==> src/rtl/instruction_fetch.sv <==
// -----------------------------------------------------------------------------
// instruction_fetch
//
// Instruction fetch stage of the 16-bit ThinPad pipeline. Owns the program
// counter and drives a request/ready read port toward instruction memory.
// Fetching pauses while the data stage owns the shared memory. One returned
// instruction is buffered while decode is stalled. The IF/ID register is
// redirected on branches and jumps that are resolved in ID.
//
// Ports:
//   clk              rising-edge clock
//   rst              asynchronous, active-low reset
//   stall_i          decode hazard stall; IF/ID holds its contents
//   branch_i         taken branch/jump resolved in ID this cycle
//   branch_target_i  redirect PC, valid together with branch_i
//   mem_conflict_i   data stage owns the memory; no fetch request this cycle
//   imem_addr_o      fetch address (always the current PC)
//   imem_req_o       fetch request
//   imem_ready_i     read data valid (zero-wait or later)
//   imem_data_i      instruction word, taken when req && ready
//   ifid_valid_o     IF/ID holds a real instruction
//   ifid_inst_o      IF/ID instruction
//   ifid_pc_o        address of the IF/ID instruction + 1
// -----------------------------------------------------------------------------
module instruction_fetch #(
    parameter logic [15:0] RESET_PC = 16'h0000,
    parameter logic [15:0] NOP_INST = 16'h0800
) (
    input  logic        clk,
    input  logic        rst,
    input  logic        stall_i,
    input  logic        branch_i,
    input  logic [15:0] branch_target_i,
    input  logic        mem_conflict_i,
    output logic [15:0] imem_addr_o,
    output logic        imem_req_o,
    input  logic        imem_ready_i,
    input  logic [15:0] imem_data_i,
    output logic        ifid_valid_o,
    output logic [15:0] ifid_inst_o,
    output logic [15:0] ifid_pc_o
);

    // START: the single idle cycle after reset release.
    // FETCH: requesting instructions.
    // HOLD:  one instruction buffered, waiting for the stall to clear.
    typedef enum logic [1:0] {
        START = 2'd0,
        FETCH = 2'd1,
        HOLD  = 2'd2
    } state_t;

    typedef struct packed {
        logic        valid;
        logic [15:0] inst;
        logic [15:0] pc;
    } ifid_t;

    typedef struct packed {
        logic [15:0] inst;
        logic [15:0] pc;
    } entry_t;

    localparam ifid_t BUBBLE = '{valid: 1'b0, inst: NOP_INST, pc: 16'h0000};

    state_t      state, state_next;
    logic [15:0] pc, pc_next;
    entry_t      hold_buf, hold_buf_next;
    ifid_t       ifid, ifid_next;

    logic        accept;
    logic [15:0] pc_inc;

    // The request depends only on registered state and live inputs, so an
    // asynchronous reset forcing state to START drops it at once.
    assign imem_req_o  = (state == FETCH) && !mem_conflict_i && !branch_i;
    assign imem_addr_o = pc;
    assign accept      = imem_req_o && imem_ready_i;
    assign pc_inc      = pc + 16'd1;   // natural 16-bit wrap FFFF -> 0000

    assign ifid_valid_o = ifid.valid;
    assign ifid_inst_o  = ifid.inst;
    assign ifid_pc_o    = ifid.pc;

    always_comb begin
        // NOTE: every signal written here gets a default first so that no
        // path through the case leaves it unassigned and infers a latch.
        state_next    = state;
        pc_next       = pc;
        hold_buf_next = hold_buf;
        ifid_next     = ifid;

        // PC advances on any accepted fetch, independent of the stall; the
        // stall only decides whether the word goes to IF/ID or the buffer.
        if (accept) begin
            pc_next = pc_inc;
        end

        if (branch_i) begin
            // req is forced low during a branch, so nothing can be accepted
            // and any response arriving now is simply dropped.
            pc_next       = branch_target_i;
            hold_buf_next = '0;
            ifid_next     = BUBBLE;
            state_next    = FETCH;
        end else begin
            case (state)
                START: begin
                    state_next = FETCH;
                end
                FETCH: begin
                    if (stall_i) begin
                        if (accept) begin
                            hold_buf_next = '{inst: imem_data_i, pc: pc_inc};
                            state_next    = HOLD;
                        end
                    end else if (accept) begin
                        ifid_next = '{valid: 1'b1, inst: imem_data_i, pc: pc_inc};
                    end else begin
                        ifid_next = BUBBLE;
                    end
                end
                HOLD: begin
                    // Request stays low this cycle; next fetch issues after.
                    if (!stall_i) begin
                        ifid_next  = '{valid: 1'b1, inst: hold_buf.inst, pc: hold_buf.pc};
                        state_next = FETCH;
                    end
                end
                default: begin
                    state_next = START;
                end
            endcase
        end
    end

    // NOTE: state registers use non-blocking assignments so every flop
    // samples pre-edge values regardless of block evaluation order.
    always_ff @(posedge clk or negedge rst) begin
        if (!rst) begin
            state    <= START;
            pc       <= RESET_PC;
            hold_buf <= '0;
            ifid     <= BUBBLE;
        end else begin
            state    <= state_next;
            pc       <= pc_next;
            hold_buf <= hold_buf_next;
            ifid     <= ifid_next;
        end
    end

endmodule

==> config.mk <==
export PLATFORM = sky130hd
export DESIGN_NAME = instruction_fetch
export DESIGN_NICKNAME = d
export VERILOG_FILES = /design/src/rtl/instruction_fetch.sv
export SDC_FILE = /design/constraint.sdc
export NUM_CORES = 1
export LEC_CHECK = 0
export BUFFER_PORTS_ARGS = -buffer_cell sky130_fd_sc_hd__buf_2
export CAP_MARGIN = 20
export CORE_MARGIN = 3
export CORE_UTILIZATION = 49
export DETAILED_ROUTE_END_ITERATION = 10
export PLACE_DENSITY_LB_ADDON = 0.3
export SYNTH_ARGS = -nofsm -noshare
export SYNTH_HDL_FRONTEND = slang
export SYNTH_SLANG_ARGS = --single-unit
==> constraint.sdc <==
create_clock -name clk -period 1.6 [get_ports clk]
set_input_delay 0.16 -clock clk [delete_from_list [all_inputs] [get_ports clk]]
set_output_delay 0.16 -clock clk [all_outputs]
set_load 0.005 [all_outputs]
# After elaboration in Yosys (flattened, before gate mapping)
# Cells that the tools add are included.
# classes
mux	16
eq_ne	6
magnitude_cmp	0
n_reduce_logical	13
add_sub_neg	1
bitwise	0
multipliers	0
shift	0
div_mod_pow	0
# op_table
op	count
33-bit 2-to-1 mux	4
32-bit 2-to-1 mux	4
33-bit one-hot mux with 2 select lines	1
16-bit 2-to-1 mux	2
16-bit by 1-bit adder with 16-bit output (second input constant)	1
3-bit inequality test (second input constant)	4
3-bit AND reduction	3
2-bit 2-to-1 mux	4
2-bit one-hot mux with 3 select lines	1
2-bit nonzero test	3
1-bit logical AND	3
3-bit nonzero test	1
2-bit by 1-bit equality test with 1-bit output (second input constant)	1
2-bit equality test (second input constant)	1
1-bit zero test	2
2-bit zero test	1
# totals
word_cells	43
mem_count	0
romBits	0
ff_bits	83
inputBits	38
mem_bits_rw	0
latch_bits	0

# Depth between registers and ports, before layout
# Gate-level depths: netlist (run 1).
# logic_depth
depth_word	8
ltp_mapped	8
mapped_depth_nobuf	5

# Worst setup path before layout (run 1)
# No wires, ideal clock.
# synth_timing
path_type	register to register
start	reg pc[5], in the netlist imem_addr_o[5]
end	reg ifid, in the netlist ifid_pc_o[15]
arrival_time_ns	1.723
stages_incl_launch_ff	7
required_time_ns	1.530
setup_slack_ns	-0.194
path_cell_list	dfrtp_1 -> buf_2 -> nand4_4 -> or3_4 -> buf_6 -> or4_1 -> nand3_1
# synth_between
elab_chain_cells	5
# synth_lines
element	line	rtl
start, declared	67	logic [15:0] pc, pc_next;
start signal, assigned	147	pc <= pc_next;
16-bit by 1-bit adder with 16-bit output	79	assign pc_inc = pc + 16'd1;
33-bit 2-to-1 mux	117	end else if (accept) begin
33-bit 2-to-1 mux	112	if (stall_i) begin
33-bit one-hot mux with 2 select lines	107	case (state)
33-bit 2-to-1 mux	99	if (branch_i) begin
end signal, assigned	149	ifid <= ifid_next;
end, declared	69	ifid_t ifid, ifid_next;
# Every way passes these cells. The select of a mux whose other input is x is not followed.
# A chain may end at the register's enable or synchronous reset.

# Final worst setup path (run 1)
# layout_timing
start	reg pc[1], in the netlist imem_addr_o[1]
end	reg pc[15], in the netlist imem_addr_o[15]
# layout_between
elab_chain_cells	3
# layout_lines
element	line	rtl
16-bit by 1-bit adder with 16-bit output	79	
16-bit 2-to-1 mux	95	if (accept) begin
16-bit 2-to-1 mux	99	
# Every way passes these cells. The select of a mux whose other input is x is not followed.

==> impl_metrics.yaml, run 1 <==
run_status:
  status: "complete, but fails checks"
  violations: "negative setup slack"
synthesis:
  synth_compound_gate_area_share: 0.216
  synth_edf_count: 0
  synth-simple-area-share: 0.173
  synth-seq-area-share: 0.526
  syn_inst: 418
  synthAdderAreaFrac: 0.00317
  synth_top_family_by_area: "compound AO/OA/AOI/OAI gates"
  synthArstFlopShare: 1.00
  synthTopCellsByArea: "dfrtp_1 (52%), o21ai_0 (8.4%), nand2_1 (7.0%)"
  ys_ff_latch: 83
  synth_top_area_cell: "dfrtp_1"
  syn_area_um2: 3950
  yosysTopAreaCellShare: 0.519
  synth.net_count: 457
  synth.area.mux_share: 0.00253
  synth.distinct_cells: 46
  syn_area_per_cell_um2: 9.46
  yosys_warnings: 0
  synth_xor_area_frac: 0.0310
  ys.flop_type: "dfrtp_1"
  synth_common_cells: "dfrtp_1 (82), nand2_1 (74), o21ai_0 (66), a22oi_1 (32), nor2_1 (17)"
  synth.most_common_cell: "dfrtp_1"
cts:
  clkTransAtPathRegs_ns: 0.08
  clock_sinks: 83
  htreeDepth: 3
  tritoncts.num_buffers: 9
  cts_tree: "done"
  clk_path_buf_depth: 2
  insertion_delay_ns: 0.35
  cts_root_buf: "clkbuf_8"
sta:
  grt_setup_unrepaired: "yes"
  drv_slew: 0
  slew_headroom: 0.744
  max_freq_mhz: 593
  finalClockSkew_ns: 0.0145
  post-route-period-util: 1.05
  finalHoldViolCount: 0
  setup_slack_ns: -0.0865
  setup_viol: 10
  hold_ws_ns: 0.0189
  worst_slew_pin_slew_ns: 0.381
  min_period_ns: 1.69
  tns_ns: -0.227
floorplan:
  ios: 88
  fp.dieH_um: 95.8
  start_util: 0.509
  rows: 32
  core_um2: 7770
  die-width_um: 95.8
  dieArea_um2: 9180
final_layout:
  final_cell_count_no_fill: 644
  area_delta_synth_final_pct: 29.9
  fillers: 635
  post-route-util: 0.661
  drive_gt1_frac: 0.336
  diodes: 0
  nNetsFinal: 576
drt:
  antenna_left: 0
  firstDrtPassIters: 5
  drtIter0Drc: 307
  routedWlPerCell_um: 16.1
  wl_um: 10400
  viasPerCell: 5.60
  drc_errors: 0
  vias: 3604
worst_setup_path:
  critPathArrivalTime_ns: 1.95
  r2r_setup_slack_ns: -0.09
  worstPathMaxFanout: 8
  path_class: "reg2reg"
  end_kind: "flop"
  cp_data_required_time_ns: 1.87
  startpoint_type: "flop"
pwr:
  max-vdd-ir-drop_uv: 527
  p_leak_nw: 2.34
  power_density_nw_per_um2: 871
global_route:
  grt_pass1_vias: 3355
  antenna_found_initial: 0
  grt_pass1_wl_um: 16700
  grt.total_usage: 0.235
  grt_max_degree: 44
  grt.overflow.total: 0
worst_hold_path:
  holdCritPathClass: "in2reg"
placement:
  dp_cells: 620
  io_buffers: 87
  gp_congestion: 0.864
  place_hpwl_um: 7210
flow_run:
  maxCapViolCount: 0
## stage by stage
step	setup slack, ns	total power [mW]	cell area, µm²
floorplan	-0.110	2.61	4030
global placement	0.00506	2.94	4770
detailed placement	-0.0468	2.95	4770
CTS	-0.0497	4.46	5020
global route	-0.166	4.67	5140
finish	-0.0865	4.47	5140
## metal layers
metal / routed length (µm) / vias to the layer above / track usage
met4: 150 / 0 / 0.0829
met1: 4740 / 1742 / 0.337
met5: 0 / - / 0
met3: 628 / 13 / 0.0367
li1: - / 1734 / -
met2: 4840 / 115 / 0.362
## state kept, by name, summed over array words and instances (netlist names)
signal	cells
state	2
ifid_inst_o	16
hold_buf	32
imem_addr_o	16
ifid_pc_o	16
ifid_valid_o	1
## area by class of cell
class	count	area, µm²	share of cell area
repair buffers	141	918	0.179
inverters	6	22.5	0.00438
clock inverters	4	50.0	0.00974
well taps	102	128	0.0248
multi-input cells	296	1790	0.349
clock buffers	12	145	0.0283
flip-flops and latches	83	2080	0.405
## layout by cell type (no fill, tap or decap), types with 2 or more instances in the layout
cell type   instances
clkbuf_1            2
o221ai_1            2
nand2b_1            4
clkinvlp_4          2
nand2_1            73
or3_1               5
buf_2              86
xnor2_2             2
xor2_2              2
buf_12              4
dfrtp_1            80
a21oi_1            15
o21ai_0            54
a22oi_1            32
buf_4              45
a31oi_1             8
nand3_1             5
nor4_2              3
inv_1               6
nand4_1             5
o21bai_1            2
clkbuf_8           10
xnor2_1             8
o31ai_1             3
o21ai_1            12
nor3_1              6
dfrtp_2             2
or4_4               3
buf_6               4
nor2b_1             2
xor2_1              2
nor2_1             17
a221o_1             3
o22ai_1             3
## power by group
group / total [mW] / internal [mW] / switching [mW] / leakage (nW)
Sequential: 2.25 / 2.18 / 0.0716 / 1.10
Combinational: 0.715 / 0.317 / 0.398 / 1.15
Clock: 1.50 / 0.763 / 0.742 / 0.0926
## worst paths after layout
kind / from / endpoint / cells past startpoint
min in group asynchronous: rst / ifid_inst_o[2]$_DFFE_PN0P_ / 2
max reg2reg: imem_addr_o[1]$_DFFE_PN0P_ / imem_addr_o[15]$_DFFE_PN0P_ / 4
min: branch_target_i[8] / imem_addr_o[8]$_DFFE_PN0P_ / 3
max: imem_addr_o[1]$_DFFE_PN0P_ / imem_addr_o[15]$_DFFE_PN0P_ / 4
min reg2reg: ifid_inst_o[10]$_DFFE_PN0P_ / ifid_inst_o[10]$_DFFE_PN0P_ / 2
max in group asynchronous: rst / ifid_inst_o[11]$_DFFE_PN1P_ / 3
## worst max-delay path, stage by stage, from the launching register on
cell	delay (ns)
dfrtp_1	0.44
nand3_4	0.09
or3_4	0.43
or4_1	0.48
a31oi_1	0.18
## kinds of logic after synthesis
kind of cell	after synthesis
simple gates	139
mux	1
fa+ha+maj	1
buf+inv	39
xor+xnor	14
flops	83
compound gates	141
## timing repair
item / CTS / global route
setup buffers: 2 / 5
pin swaps: 2 / 15
endpoints found under the hold margin: 24 / 0
endpoints found under the setup margin: 9 / 51
hold buffers: 1 / 0
resized for setup: 8 / 17
Note: power is estimated with default switching activity, not from simulation.
==> run 2, diff against run 1 <==
--- a/config.mk
+++ b/config.mk
@@ -8,9 +8,11 @@
 export BUFFER_PORTS_ARGS = -buffer_cell sky130_fd_sc_hd__buf_2
 export CAP_MARGIN = 20
 export CORE_MARGIN = 3
-export CORE_UTILIZATION = 49
+export CORE_UTILIZATION = 51
+export CTS_BUF_LIST = sky130_fd_sc_hd__clkbuf_4 sky130_fd_sc_hd__clkbuf_8
 export DETAILED_ROUTE_END_ITERATION = 10
 export PLACE_DENSITY_LB_ADDON = 0.3
+export SETUP_SLACK_MARGIN = 0.15
 export SYNTH_ARGS = -nofsm -noshare
 export SYNTH_HDL_FRONTEND = slang
 export SYNTH_SLANG_ARGS = --single-unit
==> run 2 against run 1 <==
Net effect: the run still ends with negative setup slack left; core utilization is 12 points higher; sequential power about the same; register-to-register slack got worse by 0.09 ns; clock skew fell by 0.0056 ns; global-route usage up 1.4 points; largest power group unchanged.
==> impl_metrics.yaml, run 2 (synthesized netlist as in run 1, its figures left out) <==
cts:
  insertion_delay_ns: 0.36
  tritoncts.num_buffers: 9
  cts_root_buf: "clkbuf_8"
  clkTransAtPathRegs_ns: 0.09
  clk_path_buf_depth: 2
  htreeDepth: 3
  clock_sinks: 83
  cts_tree: "done"
floorplan:
  die-width_um: 94.0
  core_um2: 7370
  dieArea_um2: 8840
  rows: 31
  start_util: 0.536
  ios: 88
  fp.dieH_um: 94.0
pwr:
  p_leak_nw: 2.57
  max-vdd-ir-drop_uv: 522
  power_density_nw_per_um2: 846
  p_total_mw: 4.86
placement:
  place_hpwl_um: 7230
  dp_cells: 618
  pre_cts_slack_ns: -0.109
  io_buffers: 87
  gp_congestion: 0.878
  place_area_um2: 4820
worst_setup_path:
  reg2reg_from: "state[1]$_DFFE_PN0P_"
  startpoint_type: "flop"
  path_class: "reg2reg"
  r2r_setup_slack_ns: -0.18
  worstPathMaxFanout: 5
  end_kind: "flop"
  ff2ff_path_depth: 5
  critPathArrivalTime_ns: 2.08
  cp_data_required_time_ns: 1.90
  rr_endpoint: "ifid_pc_o[15]$_DFFE_PN0P_"
final_layout:
  final_cell_count_no_fill: 657
  area_delta_synth_final_pct: 45.2
  diodes: 0
  final_cell_area_um2: 5740
  top_register: "hold_buf"
  drive_gt1_frac: 0.453
  largest_reg_flops: 32
  final_cell_mix: "buf_2 (85), dfrtp_1 (79), nand2_1 (67)"
  mostFrequentLayoutCell: "buf_2"
  post-route-util: 0.779
  nNetsFinal: 592
drt:
  wl_um: 11400
  routedWlPerCell_um: 17.4
  drc_errors: 0
  drtIter0Drc: 172
  vias: 3818
  firstDrtPassIters: 5
  viasPerCell: 5.81
  antenna_left: 0
sta:
  worst_slew_pin_slew_ns: 0.458
  slew_headroom: 0.695
  finalClockSkew_ns: 0.00892
  setup_slack_ns: -0.181
  grt_setup_unrepaired: "yes"
  finalHoldViolCount: 0
  post-route-period-util: 1.11
  max_freq_mhz: 562
  setup_viol: 64
  hold_ws_ns: 0.0208
  tns_ns: -5.09
  min_period_ns: 1.78
  drv_slew: 0
worst_hold_path:
  hold_end: "hold_buf[25]$_DFFE_PN0P_"
  holdCritPathClass: "in2reg"
  hold_depth: 3
  hold_start: "imem_data_i[9]"
global_route:
  grt_pass1_vias: 3616
  grt_pass1_wl_um: 17100
  grt_max_degree: 53
  grt.overflow.total: 0
  grt.total_usage: 0.249
  antenna_found_initial: 0
run_status:
  status: "complete, but fails checks"
  violations: "negative setup slack"
flow_run:
  maxCapViolCount: 0
[run 2: cell types whose count changed in the layout (fill, tap and decap cells not counted), moves of 6 or more]
cell / before / now
a21oi_1: 15 / 3
a21oi_2: 1 / 12
a22oi_1: 32 / 22
a22oi_2: 0 / 10
buf_6: 4 / 18
nand2_1: 73 / 67
o21ai_0: 54 / 9
o21ai_1: 12 / 43
o21ai_2: 0 / 14
[run 2: worst max path at each step]
stage	start	endpoint	slack [ns]	depth (start not counted)
after floorplan	imem_addr_o[5]$_DFFE_PN0P_	ifid_pc_o[15]$_DFFE_PN0P_	-0.11	6
after global placement	state[1]$_DFFE_PN0P_	ifid_pc_o[4]$_DFFE_PN0P_	-0.02	6
after detailed placement	state[1]$_DFFE_PN0P_	imem_addr_o[11]$_DFFE_PN0P_	-0.11	4
after CTS	state[1]$_DFFE_PN0P_	imem_addr_o[9]$_DFFE_PN0P_	-0.11	5
after global routing	state[1]$_DFFE_PN0P_	imem_addr_o[15]$_DFFE_PN0P_	-0.23	4
final	state[1]$_DFFE_PN0P_	ifid_pc_o[15]$_DFFE_PN0P_	-0.18	5
[run 2: area by class of cell]
type                            count  area [µm²]
Inverter                            6        22.5
Multi-Input combinational cell    296        2120
Tap cell                           99         124
Timing Repair Buffer              157        1150
Fill cell                         466        1630
Clock buffer                       11         151
Clock inverter                      5        85.1
Sequential cell                    83        2080
[run 2: metal layers]
metal	vias up	wire, µm	global-route usage
li1	1766	-	-
met2	152	5880	0.400
met5	-	0	0
met3	16	757	0.0625
met1	1884	4580	0.328
met4	0	202	0.0854
[run 2: report_power, final]
part,internal [mW],total [mW],switching (mW),leakage (nW)
logic,0.380,0.832,0.452,1.35
clock network,0.970,1.76,0.786,0.116
registers,2.18,2.27,0.0859,1.10
total,3.53,4.86,1.32,2.57
[run 2: timing repair]
action,4_1_cts,5_1_grt
cloned,0,5
setup endpoints to repair,83,84
hold buffers,3,0
gates resized for setup,26,84
pin swaps,12,31
setup buffers,8,7
hold endpoints to repair,84,0
[run 2: worst max-delay path, stage by stage (launching register included)]
cell and delay [ns]:
dfrtp_1 0.43, nor4b_4 0.39, buf_4 0.21, nand3_2 0.09, or4_1 0.52, nand3_1 0.08
==> run 3, diff against run 2 <==
--- a/config.mk
+++ b/config.mk
@@ -8,11 +8,12 @@
 export BUFFER_PORTS_ARGS = -buffer_cell sky130_fd_sc_hd__buf_2
 export CAP_MARGIN = 20
 export CORE_MARGIN = 3
-export CORE_UTILIZATION = 51
+export CORE_UTILIZATION = 55
 export CTS_BUF_LIST = sky130_fd_sc_hd__clkbuf_4 sky130_fd_sc_hd__clkbuf_8
 export DETAILED_ROUTE_END_ITERATION = 10
 export PLACE_DENSITY_LB_ADDON = 0.3
 export SETUP_SLACK_MARGIN = 0.15
+export SKIP_LAST_GASP = 1
 export SYNTH_ARGS = -nofsm -noshare
 export SYNTH_HDL_FRONTEND = slang
 export SYNTH_SLANG_ARGS = --single-unit
==> constraint.sdc (replaced) <==
create_clock -name clk -period 2 [get_ports clk]
set_input_delay 0.2 -clock clk [delete_from_list [all_inputs] [get_ports clk]]
set_output_delay 0.2 -clock clk [all_outputs]
set_load 0.005 [all_outputs]
==> run 3 against run 2 <==
Net effect: the run now ends clean; combinational power shrank 48%; core utilization decreased by 8.6 points; routed wire length shrank 14%; die area decreased by 6.8%.
==> impl_metrics.yaml, run 3 (synthesized netlist as in run 1, its figures left out) <==
global_route:
  grt_max_degree: 84
  grt-busiest-layer: "met2"
  grt.total_usage: 0.249
  antenna_found_initial: 0
  grtUsageMet1: 0.341
  grt.overflow.total: 0
  grt_pass1_vias: 3416
  grt_pass1_wl_um: 16500
  use_met3: 0.0700
  use_met2: 0.387
cts:
  clock_sinks: 83
  cts_root_buf: "clkbuf_8"
  insertion_delay_ns: 0.36
  clkTransAtPathRegs_ns: 0.09
  cts_setup_buffers: 0
  htreeDepth: 3
  clk_path_buf_depth: 2
  tritoncts.num_buffers: 9
  cts_tree: "done"
worst_setup_path:
  end_kind: "flop"
  cp_top_family: "simple AND/OR/NAND/NOR gates"
  ff2ff_path_depth: 4
  r2r_setup_slack_ns: 0.23
  crit_chain: "nand2_1 -> or3_4 -> or4_1 -> a31oi_1"
  critPathArrivalTime_ns: 2.06
  worstPathMaxFanout: 13
  startpoint_type: "flop"
  slowest_delay_ns: 0.47
  cp_data_required_time_ns: 2.28
  cpMaxStageDelayCell: "dfrtp_1"
  path_buf_inv: 0
  rr_endpoint: "imem_addr_o[13]$_DFFE_PN0P_"
  reg2reg_from: "imem_addr_o[4]$_DFFE_PN0P_"
  path_class: "reg2reg"
floorplan:
  core_um2: 6870
  dieArea_um2: 8240
  rows: 30
  die-width_um: 90.8
  fp.dieH_um: 90.8
  start_util: 0.575
  ios: 88
worst_hold_path:
  holdCritPathClass: "in2reg"
  hold_end: "imem_addr_o[7]$_DFFE_PN0P_"
  hold_depth: 3
  hold_start: "branch_target_i[7]"
placement:
  io_buffers: 87
  gp_congestion: 0.901
  pre_cts_slack_ns: 0.132
  place_hpwl_um: 6650
  dp_cells: 586
pwr:
  p_seq_frac: 0.520
  power_density_nw_per_um2: 743
  p_sw_frac: 0.276
  pwr-share-comb: 0.122
  clockPowerShare: 0.358
  p_leak_nw: 2.13
  p_sw_mw: 0.974
  p_int_mw: 2.56
  max-vdd-ir-drop_uv: 375
final_layout:
  nNetsFinal: 541
  post-route-util: 0.692
  final_cell_count_no_fill: 603
  top_register: "hold_buf"
  final_cell_mix: "buf_2 (86), dfrtp_1 (76), nand2_1 (74)"
  mostFrequentLayoutCell: "buf_2"
  largest_reg_flops: 32
  diodes: 0
  fillers: 541
  drive_gt1_frac: 0.276
  area_delta_synth_final_pct: 20.3
sta:
  grt_setup_unrepaired: "yes"
  finalClockSkew_ns: 0.00989
  finalHoldViolCount: 0
  setup_viol: 0
  worst_slew_pin_slew_ns: 0.654
  drv_slew: 0
  min_period_ns: 1.77
  post-route-period-util: 0.887
  tns_ns: 0
  slew_headroom: 0.564
  setup_slack_ns: 0.227
  max_freq_mhz: 564
drt:
  wl_um: 9850
  drtIter0Drc: 278
  routedWlPerCell_um: 16.3
  drc_errors: 0
  firstDrtPassIters: 5
  viasPerCell: 5.92
  antenna_left: 0
  vias: 3570
run_status:
  status: "finished clean"
flow_run:
  maxCapViolCount: 0
run 3: cell types whose count changed in the layout (fill, tap and decap cells not counted), moves of 12 or more:
cell | previous run | this run
o21ai_1 | 43 | 0
buf_6 | 18 | 0
o21ai_2 | 14 | 0
a21oi_1 | 3 | 16
a21oi_2 | 12 | 0
o21ai_0 | 9 | 66
buf_4 | 43 | 17
run 3: final cells by class:
cell class | instances | area, µm² | area share
clock buffers | 11 | 145 | 0.0305
clock inverters | 5 | 60.1 | 0.0126
inverters | 6 | 22.5 | 0.00474
multi-input cells | 296 | 1710 | 0.360
flip-flops and latches | 83 | 2090 | 0.439
well taps | 96 | 120 | 0.0253
repair buffers | 106 | 608 | 0.128
run 3: what timing repair did:
| item | CTS | global route |
|---|---|---|
| hold buffers | 1 | 0 |
| pin swaps | 0 | 1 |
| gates resized for setup | 4 | 8 |
| endpoints found under the hold margin | 82 | 0 |
| endpoints found under the setup margin | 4 | 10 |
run 3: tightest hold or removal path, stage by stage:
cell and delay (ns):
buf_2 0.07, nand2_1 0.04, o221ai_1 0.05
run 3: through the flow:
stage,hold WS (ns),power [mW],cell area [µm²]
floorplan,-0.0956,2.07,3950
global placement,0.265,2.27,4500
detailed placement,0.265,2.28,4500
CTS,0.0392,3.54,4730
global route,0.0378,3.71,4760
finish,0.0424,3.53,4760
run 3: layer usage:
metal	wire length [µm]	part of all wire
met1	4390	0.45
met2	4610	0.47
met3	705	0.072
met4	142	0.014
met5	0	0
run 3: how the worst max path moves through the flow:
stage | start | to | slack [ns] | cells past startpoint
floorplan | imem_addr_o[5]$_DFFE_PN0P_ | ifid_pc_o[15]$_DFFE_PN0P_ | 0.21 | 6
global placement | imem_addr_o[6]$_DFFE_PN0P_ | imem_addr_o[15]$_DFFE_PN0P_ | 0.24 | 4
detailed placement | state[0]$_DFFE_PN0P_ | ifid_pc_o[9]$_DFFE_PN0P_ | 0.13 | 4
CTS | imem_addr_o[7]$_DFFE_PN0P_ | imem_addr_o[15]$_DFFE_PN0P_ | 0.15 | 4
global route | state[0]$_DFFE_PN0P_ | ifid_inst_o[15]$_DFFE_PN0P_ | 0.14 | 6
finish | imem_addr_o[4]$_DFFE_PN0P_ | imem_addr_o[13]$_DFFE_PN0P_ | 0.23 | 4
run 3: power by group through the flow:
stage / clock network, mW / registers [mW] / logic [mW]
final: 1.26 / 1.84 / 0.433
after global routing: 1.39 / 1.85 / 0.480
after CTS: 1.28 / 1.83 / 0.429
after detailed placement: 0 / 1.86 / 0.423
after global placement: 0 / 1.85 / 0.414
after floorplan: 0 / 1.84 / 0.226
